## src/rtl/vga_sync_gen.sv

```systemverilog
`default_nettype none
// ============================================================================
// Module   : vga_sync_gen
// Purpose  : Vertical line counter and registered VGA timing decoder. An
//            upstream counter supplies the horizontal position (h_value) and
//            an end-of-line strobe (v_enable). This block keeps the current
//            line number and turns the (h, v) position into sync, blanking
//            and pixel-coordinate outputs with one clock of latency.
// Ports    : clk          pixel clock, rising edge
//            rst_n        asynchronous active-low reset
//            h_value      horizontal position 0..H_TOTAL-1 from upstream
//            v_enable     end-of-line strobe, advances the line counter
//            v_value      current line 0..V_TOTAL-1
//            hsync        horizontal sync, active-low, registered
//            vsync        vertical sync, active-low, registered
//            video_on     visible-area flag, registered
//            pixel_x      visible column (0 while blanking), registered
//            pixel_y      visible row (0 while blanking), registered
//            frame_start  one-clock pulse after the line counter wraps
// Revision : 1.0 - initial release
// ============================================================================
module vga_sync_gen #(
  parameter int H_VISIBLE = 640,
  parameter int H_FRONT   = 16,
  parameter int H_SYNC    = 96,
  parameter int H_BACK    = 48,
  parameter int V_VISIBLE = 480,
  parameter int V_FRONT   = 10,
  parameter int V_SYNC    = 2,
  parameter int V_BACK    = 33,
  localparam int H_TOTAL  = H_VISIBLE + H_FRONT + H_SYNC + H_BACK,
  localparam int V_TOTAL  = V_VISIBLE + V_FRONT + V_SYNC + V_BACK,
  // Enough bits to hold 0..TOTAL-1 (10 bits for the 800x525 default).
  localparam int HW       = $clog2(H_TOTAL),
  localparam int VW       = $clog2(V_TOTAL)
) (
  input  logic          clk,
  input  logic          rst_n,
  input  logic [HW-1:0] h_value,
  input  logic          v_enable,
  output logic [VW-1:0] v_value,
  output logic          hsync,
  output logic          vsync,
  output logic          video_on,
  output logic [HW-1:0] pixel_x,
  output logic [VW-1:0] pixel_y,
  output logic          frame_start
);

  // Window boundaries folded to counter width at elaboration so every
  // runtime comparison is a plain unsigned HW/VW-bit compare.
  localparam logic [HW-1:0] H_VIS_END  = HW'(H_VISIBLE);
  localparam logic [HW-1:0] H_SYNC_BEG = HW'(H_VISIBLE + H_FRONT);
  localparam logic [HW-1:0] H_SYNC_END = HW'(H_VISIBLE + H_FRONT + H_SYNC);
  localparam logic [VW-1:0] V_VIS_END  = VW'(V_VISIBLE);
  localparam logic [VW-1:0] V_SYNC_BEG = VW'(V_VISIBLE + V_FRONT);
  localparam logic [VW-1:0] V_SYNC_END = VW'(V_VISIBLE + V_FRONT + V_SYNC);
  localparam logic [VW-1:0] V_LAST     = VW'(V_TOTAL - 1);

  logic in_visible;
  logic in_hsync;
  logic in_vsync;

  // Decoded from the current inputs and the line count held before the edge.
  // h_value beyond H_TOTAL-1 falls outside every window, so it reads as
  // blanking with hsync inactive; likewise for an out-of-range line count.
  assign in_visible = (h_value < H_VIS_END) && (v_value < V_VIS_END);
  assign in_hsync   = (h_value >= H_SYNC_BEG) && (h_value < H_SYNC_END);
  assign in_vsync   = (v_value >= V_SYNC_BEG) && (v_value < V_SYNC_END);

  always_ff @(posedge clk or negedge rst_n) begin
    if (!rst_n) begin
      v_value     <= '0;
      hsync       <= 1'b1;
      vsync       <= 1'b1;
      video_on    <= 1'b0;
      pixel_x     <= '0;
      pixel_y     <= '0;
      frame_start <= 1'b0;
    end else begin
      // Level-sensitive: each high cycle of v_enable advances one line.
      // Using >= also recovers an out-of-range count on the next strobe.
      if (v_enable) begin
        if (v_value >= V_LAST) begin
          v_value <= '0;
        end else begin
          v_value <= v_value + VW'(1);
        end
      end
      frame_start <= v_enable && (v_value == V_LAST);
      hsync       <= ~in_hsync;
      vsync       <= ~in_vsync;
      video_on    <= in_visible;
      pixel_x     <= in_visible ? h_value : '0;
      pixel_y     <= in_visible ? v_value : '0;
    end
  end

endmodule
`default_nettype wire

```

## config.mk

```make
export PLATFORM = sky130hd
export DESIGN_NAME = vga_sync_gen
export DESIGN_NICKNAME = d
export VERILOG_FILES = /design/src/rtl/vga_sync_gen.sv
export SDC_FILE = /design/constraint.sdc
export NUM_CORES = 1
export LEC_CHECK = 0
export CORE_AREA = 2 2 67 69
export DETAILED_ROUTE_END_ITERATION = 12
export DIE_AREA = 0 0 69 71
export DONT_BUFFER_PORTS = 1
export GPL_ROUTABILITY_DRIVEN = 0
export GPL_TIMING_DRIVEN = 1
export SLEW_MARGIN = 20
export SYNTH_ARGS = -nofsm -noshare
export SYNTH_HDL_FRONTEND = slang
export SYNTH_SLANG_ARGS = --single-unit
```

## constraint.sdc

```tcl
create_clock -name clk -period 2.1 [get_ports clk]
set_clock_uncertainty 0.05 [all_clocks]
set_input_delay 0.315 -clock clk [delete_from_list [all_inputs] [get_ports clk]]
set_output_delay 0.315 -clock clk [all_outputs]
set_load 0.01 [all_outputs]
```

* Yosys cells after proc, flatten, opt, wreduce, memory -nomap -nowiden
Index checks and enable logic that the tools add are counted.
** Word-level totals
- Flip-flop bits (word level) :: 34
- Word-level logic and storage cells :: 25
** Cells by class
- Equality and inequality tests :: 1
- Bitwise operators :: 2
- Add/sub/neg operators :: 1
- Magnitude comparators :: 7
- Multiplexer cells :: 3
- Reductions and logical operators :: 4
** Operator list (count)
- 10-bit 2-to-1 mux :: 3
- 10-bit greater-or-equal comparator, second input constant :: 2
- 10-bit less-than comparator, second input constant :: 2
- 10-bit by 9-bit less-than comparator with 1-bit output, second input constant :: 2
- 10-bit by 1-bit adder with 10-bit output, second input constant :: 1
- 10-bit equality test, second input constant :: 1
- 10-bit by 9-bit greater-or-equal comparator with 1-bit output, second input constant :: 1
- 1-bit logical AND :: 4
- 1-bit NOT :: 2

* Depth between registers and ports, before layout
Gate-level depths: netlist of the first run.
- Word-level depth :: 3
- Gate-level depth with buffers :: 5
- Mapped depth without buffers :: 4

* Worst setup path after synthesis of the first run
OpenSTA, ideal clock, no wires.
- Kind :: flip-flop to flip-flop
- Start :: reg v_value[1]
- End :: reg v_value[8]
- Stages on the path, launching flop included :: 5
- Arrival time :: 1.392 ns
- Period minus slack after synthesis :: 1.521 ns
- Path slack :: 0.579 ns
- Required time :: 1.971 ns
- Path through :: dfrtp_1 -> ha_1 -> nand2_1 -> or4_1 -> a21oi_1
** Between the ends
- Cells in the longest elaborated chain, start to end :: 2
- Elaborated cells between the ends (all ways) :: 3
** RTL lines
- from (decl) :: RTL line 41 : output logic [VW-1:0] v_value,
- from (signal assigned) :: RTL line 87 : v_value <= v_value + VW'(1);
- 10-bit by 1-bit adder with 10-bit output / 10-bit greater-or-equal comparator (equally long branches) :: RTL line 87, 84
- 10-bit 2-to-1 mux * :: RTL line 84 : if (v_value >= V_LAST) begin
Mark *: on every way between the ends. The rest lies on a longest branch, timed or not.
A chain may end at the register's enable or synchronous reset.

* Worst setup path after layout of the first run
Same ends and word-level chain as after synthesis.

==> results of run 1 <==
[kinds of logic (layout without fill, tap and decap cells)]
kind of cell | Yosys count | count (layout) | synth area share (%)
flip-flops | 34 | 34 | 61.1
XOR/XNOR | 1 | 1 | 0.627
multiplexers | 1 | 1 | 0.716
adder cells (fa/ha/maj) | 2 | 2 | 1.79
AO/OA/AOI/OAI | 21 | 21 | 10.1
buffers and inverters | 9 | 15 | 3.67
other | 1 | 1 | 0.268
AND/OR/NAND/NOR | 50 | 50 | 21.8
[path summary, 6_finish.rpt]
| check | slack, ps | from | end | cells after the start |
|---|---|---|---|---|
| max | 420 | v_value[1] | v_value[8] | 4 |
| min | 70 | h_value[6] | hsync | 2 |
| max reg2reg | 420 | v_value[1] | v_value[8] | 4 |
| min reg2reg | 560 | v_value[9] | pixel_y[8] | 1 |
| max in group asynchronous | 1330 | rst_n | vsync | 2 |
| min in group asynchronous | 430 | rst_n | video_on | 2 |
[routing by layer]
metal | part of all wire [%] | wire [um] | track usage, %
met1 | 38 | 1110 | 14.6
met2 | 49 | 1420 | 20.5
met3 | 11 | 326 | 6.84
met4 | 2.2 | 65 | 8.28
met5 | 0 | 0 | 0
[synthesized netlist by cell type]
library cell / n / area, sq um
and4_1: 2 / 17.5
a41oi_1: 1 / 8.76
nand2_1: 6 / 22.5
nand3_2: 2 / 20.0
ha_1: 2 / 25.0
nor4_1: 5 / 31.3
and2_1: 15 / 93.8
a31oi_1: 3 / 18.8
o41ai_1: 1 / 8.76
dfstp_2: 2 / 52.6
nand3_1: 5 / 25.0
o21a_1: 1 / 7.51
nor3_4: 1 / 16.3
xnor2_1: 1 / 8.76
nor3_1: 6 / 30.0
o31ai_1: 1 / 7.51
o21ai_0: 3 / 15.0
clkbuf_1: 1 / 3.75
nor2_1: 3 / 11.3
buf_2: 2 / 10.0
mux2i_1: 1 / 10.0
a21oi_1: 6 / 30.0
or3_1: 2 / 12.5
a311oi_1: 1 / 8.76
dfrtp_1: 32 / 801
buf_6: 2 / 22.5
or4_1: 1 / 7.51
inv_1: 4 / 15.0
o21ba_2: 2 / 20.0
and2_2: 1 / 7.51
conb_1: 1 / 3.75
o31a_1: 1 / 8.76
a21o_1: 1 / 7.51
nor4b_1: 1 / 8.76
[what timing repair did]
action | in CTS | in global routing
buffers inserted | 0 | 0
endpoints found under the hold margin | 34 | 0
resized for setup | 0 | 0
hold buffers | 2 | 0
[report_power, final]
group	internal [mW]	switching, mW	total [mW]
combinational	0.145	0.185	0.330
sequential	0.778	0.242	1.02
clock	0.263	0.226	0.489
total	1.19	0.653	1.84
[layout make-up]
| class | count | area (sq um) | share of cell area (%) |
|---|---|---|---|
| flip-flops and latches | 34 | 853 | 54.7 |
| multi-input cells | 76 | 493 | 31.6 |
| clock buffers | 6 | 82.6 | 5.30 |
| well taps | 52 | 65.1 | 4.17 |
| repair buffers | 3 | 37.5 | 2.41 |
| inverters | 4 | 15.0 | 0.963 |
| clock inverters | 2 | 12.5 | 0.803 |
[worst max-delay path: stages, from the launching register on]
cell     delay [ps]
dfrtp_1         510
ha_1            310
nand2_1         120
or4_1           470
a21oi_1         140
[sequential cells by signal, indices dropped and copies added (netlist names)]
signal	cells
v_value	10
pixel_y	10
video_on	1
pixel_x	10
frame_start	1
vsync	1
hsync	1
[stage by stage]
stage / total power, mW / cells
floorplan: 1.24 / 119
global placement: 1.34 / 167
detailed placement: 1.35 / 167
CTS: 1.86 / 177
global route: 1.97 / 177
finish: 1.84 / 177
==> results.toml, run 1 <==
[cells_and_area]
final_cell_mix = "dfrtp_1 (32), and2_1 (15)"
final_net_count = 139
final_common_cell = "dfrtp_1"
fin_util_pct = 37.1
area_growth_pct = 11.5
fillers = 411
antenna_cells = 0
drive_gt1_share_pct = 14.4
postLayoutCellArea_sq_um = 1560

[cts]
cts_buffer_depth = 2
cts_num_sinks = 34
path_clk_slew_ps = 70
root_buffer = "clkbuf_8"
h-tree-depth = 2
cts_tree = "built"
cts_made_buffers = 5
clk_latency_ps = 280

[worst_setup_path]
worst_ep_required_time_ps = 2250
criticalPathCategory = "register to register"
crit_arrival_ps = 1830
path_max_fanout = 8
endpoint_kind = "register"
start_kind = "register"

[global_routing]
grtUsageTotal_pct = 13.3
grt.overflow.total = 0
grt_pass1_vias = 1023
grt_max_degree = 35
grt_pass1_wl_um = 5040
antenna_found_initial = 0

[hold_path]
hold_path.class = "input pin to register"

[run]
maxCapViolations = 0

[timing]
tightest_slew_ps = 527
rsz0062_at_grt = "no"
fin_setup_tns_ps = 0
holdWs_ps = 74.5
final-hold-violation-count = 0
report.final.slew_viol_count = 0
clock.fmax_mhz = 596
worst_slack_ps = 421
fin_crit_sh_pct = 79.9
timing.slew.headroom_pct = 64.7
setup_viol = 0
timing.final.crit_period_ps = 1680

[yosys]
syn-num-nets = 134
syn_area_sq_um = 1400
synth_seq_area_share_pct = 61.1
ys.warnings.count = 0
yosys_register_bits = 34
syn_inst = 119
synth_cell_type_count = 34
syn-mean-instance-area_sq_um = 11.7

[detailed_routing]
drt-initial-drc-count = 56
avgRoutedWirePerCell_um = 16.5
via_per_inst = 5.34
drc = 0
vias = 946
firstDrtPassIters = 4
ant_nets = 0
routed_wl_um = 2920

[pwr]
p_per_area_nw_per_um2 = 1180
p_leak_nw = 0.666
peakVddDrop_mv = 0.245

[placed_design]
pre_cts_ws_ps = 434
placed_area_sq_um = 1430
post-dp-hpwl_um = 2130
io_buffers = 0

[floorplanning]
fp.dieH_um = 71
coreArea_sq_um = 4200
row_count = 24
ioPinCount = 47
die_w_um = 69
dieArea_sq_um = 4900
initial_utilization_pct = 33.2

[outcome]
status = "complete, no violations"
Power figures use the tool's default switching activity.
==> run 2, diff against run 1 <==
==> constraint.sdc (replaced) <==
create_clock -name clk -period 1.75 [get_ports clk]
set_clock_uncertainty 0.05 [all_clocks]
set_input_delay 0.2625 -clock clk [delete_from_list [all_inputs] [get_ports clk]]
set_output_delay 0.2625 -clock clk [all_outputs]
set_load 0.01 [all_outputs]
==> run 2 against run 1 <==
Effect of this change:
- routed wire length increased by 7.7%
- non-clock buffer count increased by 7
- utilization increased by 2.4 points
- critical endpoint is now pixel_y[5]
- highest routed layer unchanged
==> results.toml, run 2 (synthesis gave the netlist of run 1 again) <==
[outcome]
status = "complete, no violations"

[pwr]
peakVddDrop_mv = 0.452
p_leak_nw = 0.722
p_total_mw = 2.62
p_per_area_nw_per_um2 = 1580

[cts]
clk_latency_ps = 280
h-tree-depth = 2
cts_made_buffers = 5
path_clk_slew_ps = 70
cts_tree = "built"
cts_num_sinks = 34
cts_buffer_depth = 2
postCtsSetupBuffers = 0
root_buffer = "clkbuf_8"

[detailed_routing]
via_per_inst = 5.37
vias = 988
avgRoutedWirePerCell_um = 17.1
ant_nets = 0
firstDrtPassIters = 4
routed_wl_um = 3150
drt-initial-drc-count = 95
drc = 0

[worst_setup_path]
regToRegStartpoint = "v_value[6]"
ff2ff_setup_slack_ps = 170
worst_ep_required_time_ps = 1930
path_cells = "and4_1 -> nor3_4 -> and2_2"
crit_arrival_ps = 1760
critical-path-max-stage-delay_ps = 490
criticalPathCategory = "register to register"
reg2reg_to = "pixel_y[5]"
path_max_fanout = 15
endpoint_kind = "register"
r2r_cells = 3
start_kind = "register"
crit_path_top_delay_cell = "dfrtp_1"

[timing]
fin_crit_sh_pct = 90.2
rsz0062_at_grt = "no"
timing.final.crit_period_ps = 1580
report.final.slew_viol_count = 0
final-hold-violation-count = 0
setup_viol = 0
fin_setup_tns_ps = 0
clock.fmax_mhz = 633

[floorplanning]
initial_utilization_pct = 33.2
row_count = 24
fp.dieH_um = 71
die_w_um = 69
coreArea_sq_um = 4200
dieArea_sq_um = 4900
ioPinCount = 47

[global_routing]
grtUsageTotal_pct = 14.0
grt_pass1_vias = 1021
grt_pass1_wl_um = 5330
antenna_found_initial = 0
grt.overflow.total = 0
grt_max_degree = 35

[cells_and_area]
final_cell_mix = "dfrtp_1 (32), and2_1 (15), buf_4 (8), nand2_1 (6), a21oi_1 (6)"
top_regs = "pixel_x x10, pixel_y x10, v_value x10"
fin_util_pct = 39.5
final_net_count = 146
drive_gt1_share_pct = 19.7
fillers = 397
regArea_sq_um = 853
area_growth_pct = 18.7
antenna_cells = 0
multiInputGateArea_sq_um = 498
final_common_cell = "dfrtp_1"

[run]
maxCapViolations = 0

[hold_path]
hold_start = "h_value[6]"
hold_path.class = "input pin to register"
hold_path_end = "hsync"
whs_path_depth = 2

[placed_design]
post-dp-hpwl_um = 2310
io_buffers = 0
-- run 2: worst max path at each step --
stage / slack (ps) / end / start / depth (start not counted)
floorplan: 230 / v_value[8] / v_value[1] / 4
global placement: 210 / pixel_y[5] / v_value[6] / 3
detailed placement: 180 / pixel_y[5] / v_value[6] / 3
CTS: 160 / pixel_x[2] / v_value[6] / 3
global route: 50 / v_value[9] / v_value[9] / 3
finish: 170 / pixel_y[5] / v_value[6] / 3
-- run 2: per-stage QoR --
stage / setup slack, ps / instances / instance area [sq um] / hold WS (ps)
2_1_floorplan: 229 / 119 / 1400 / -83.1
3_3_place_gp: 214 / 174 / 1490 / -82.4
3_5_place_dp: 179 / 174 / 1490 / -82.4
4_1_cts: 158 / 184 / 1650 / 9.80
5_1_grt: 50.4 / 184 / 1660 / 8.84
6_report: 171 / 184 / 1660 / 17.6
-- run 2: worst max-delay path: cells and delay by family (launching register included) --
| family | cells | cell delay, ps |
|---|---|---|
| simple gates | 3 | 980 |
| flops | 1 | 490 |
-- run 2: power by group --
part           leakage [nW]  internal (mW)  switching (mW)
combinational         0.225          0.267           0.366
clock                0.0683          0.570           0.284
sequential            0.429          0.935           0.194
total                 0.722           1.77           0.844
-- run 2: timing repair --
item / 4_1_cts / 5_1_grt
hold buffers: 2 / 0
endpoints found under the hold margin: 34 / 0
gates resized for setup: 0 / 1
endpoints found under the setup margin: 0 / 2
-- run 2: final cells by class --
| class | count | share of cell area (%) |
|---|---|---|
| Clock buffer | 5 | 4.15 |
| Clock inverter | 3 | 4.15 |
| Inverter | 4 | 0.905 |
| Multi-Input combinational cell | 76 | 30.0 |
| Sequential cell | 34 | 51.4 |
| Tap cell | 52 | 3.92 |
| Timing Repair Buffer | 10 | 5.43 |
-- run 2: routing by layer --
| layer | routed length, um | global-route usage (%) |
|---|---|---|
| met3 | 310 | 7.55 |
| met1 | 1190 | 15.0 |
| met5 | 0 | 0 |
| met4 | 69 | 6.54 |
| met2 | 1570 | 22.8 |
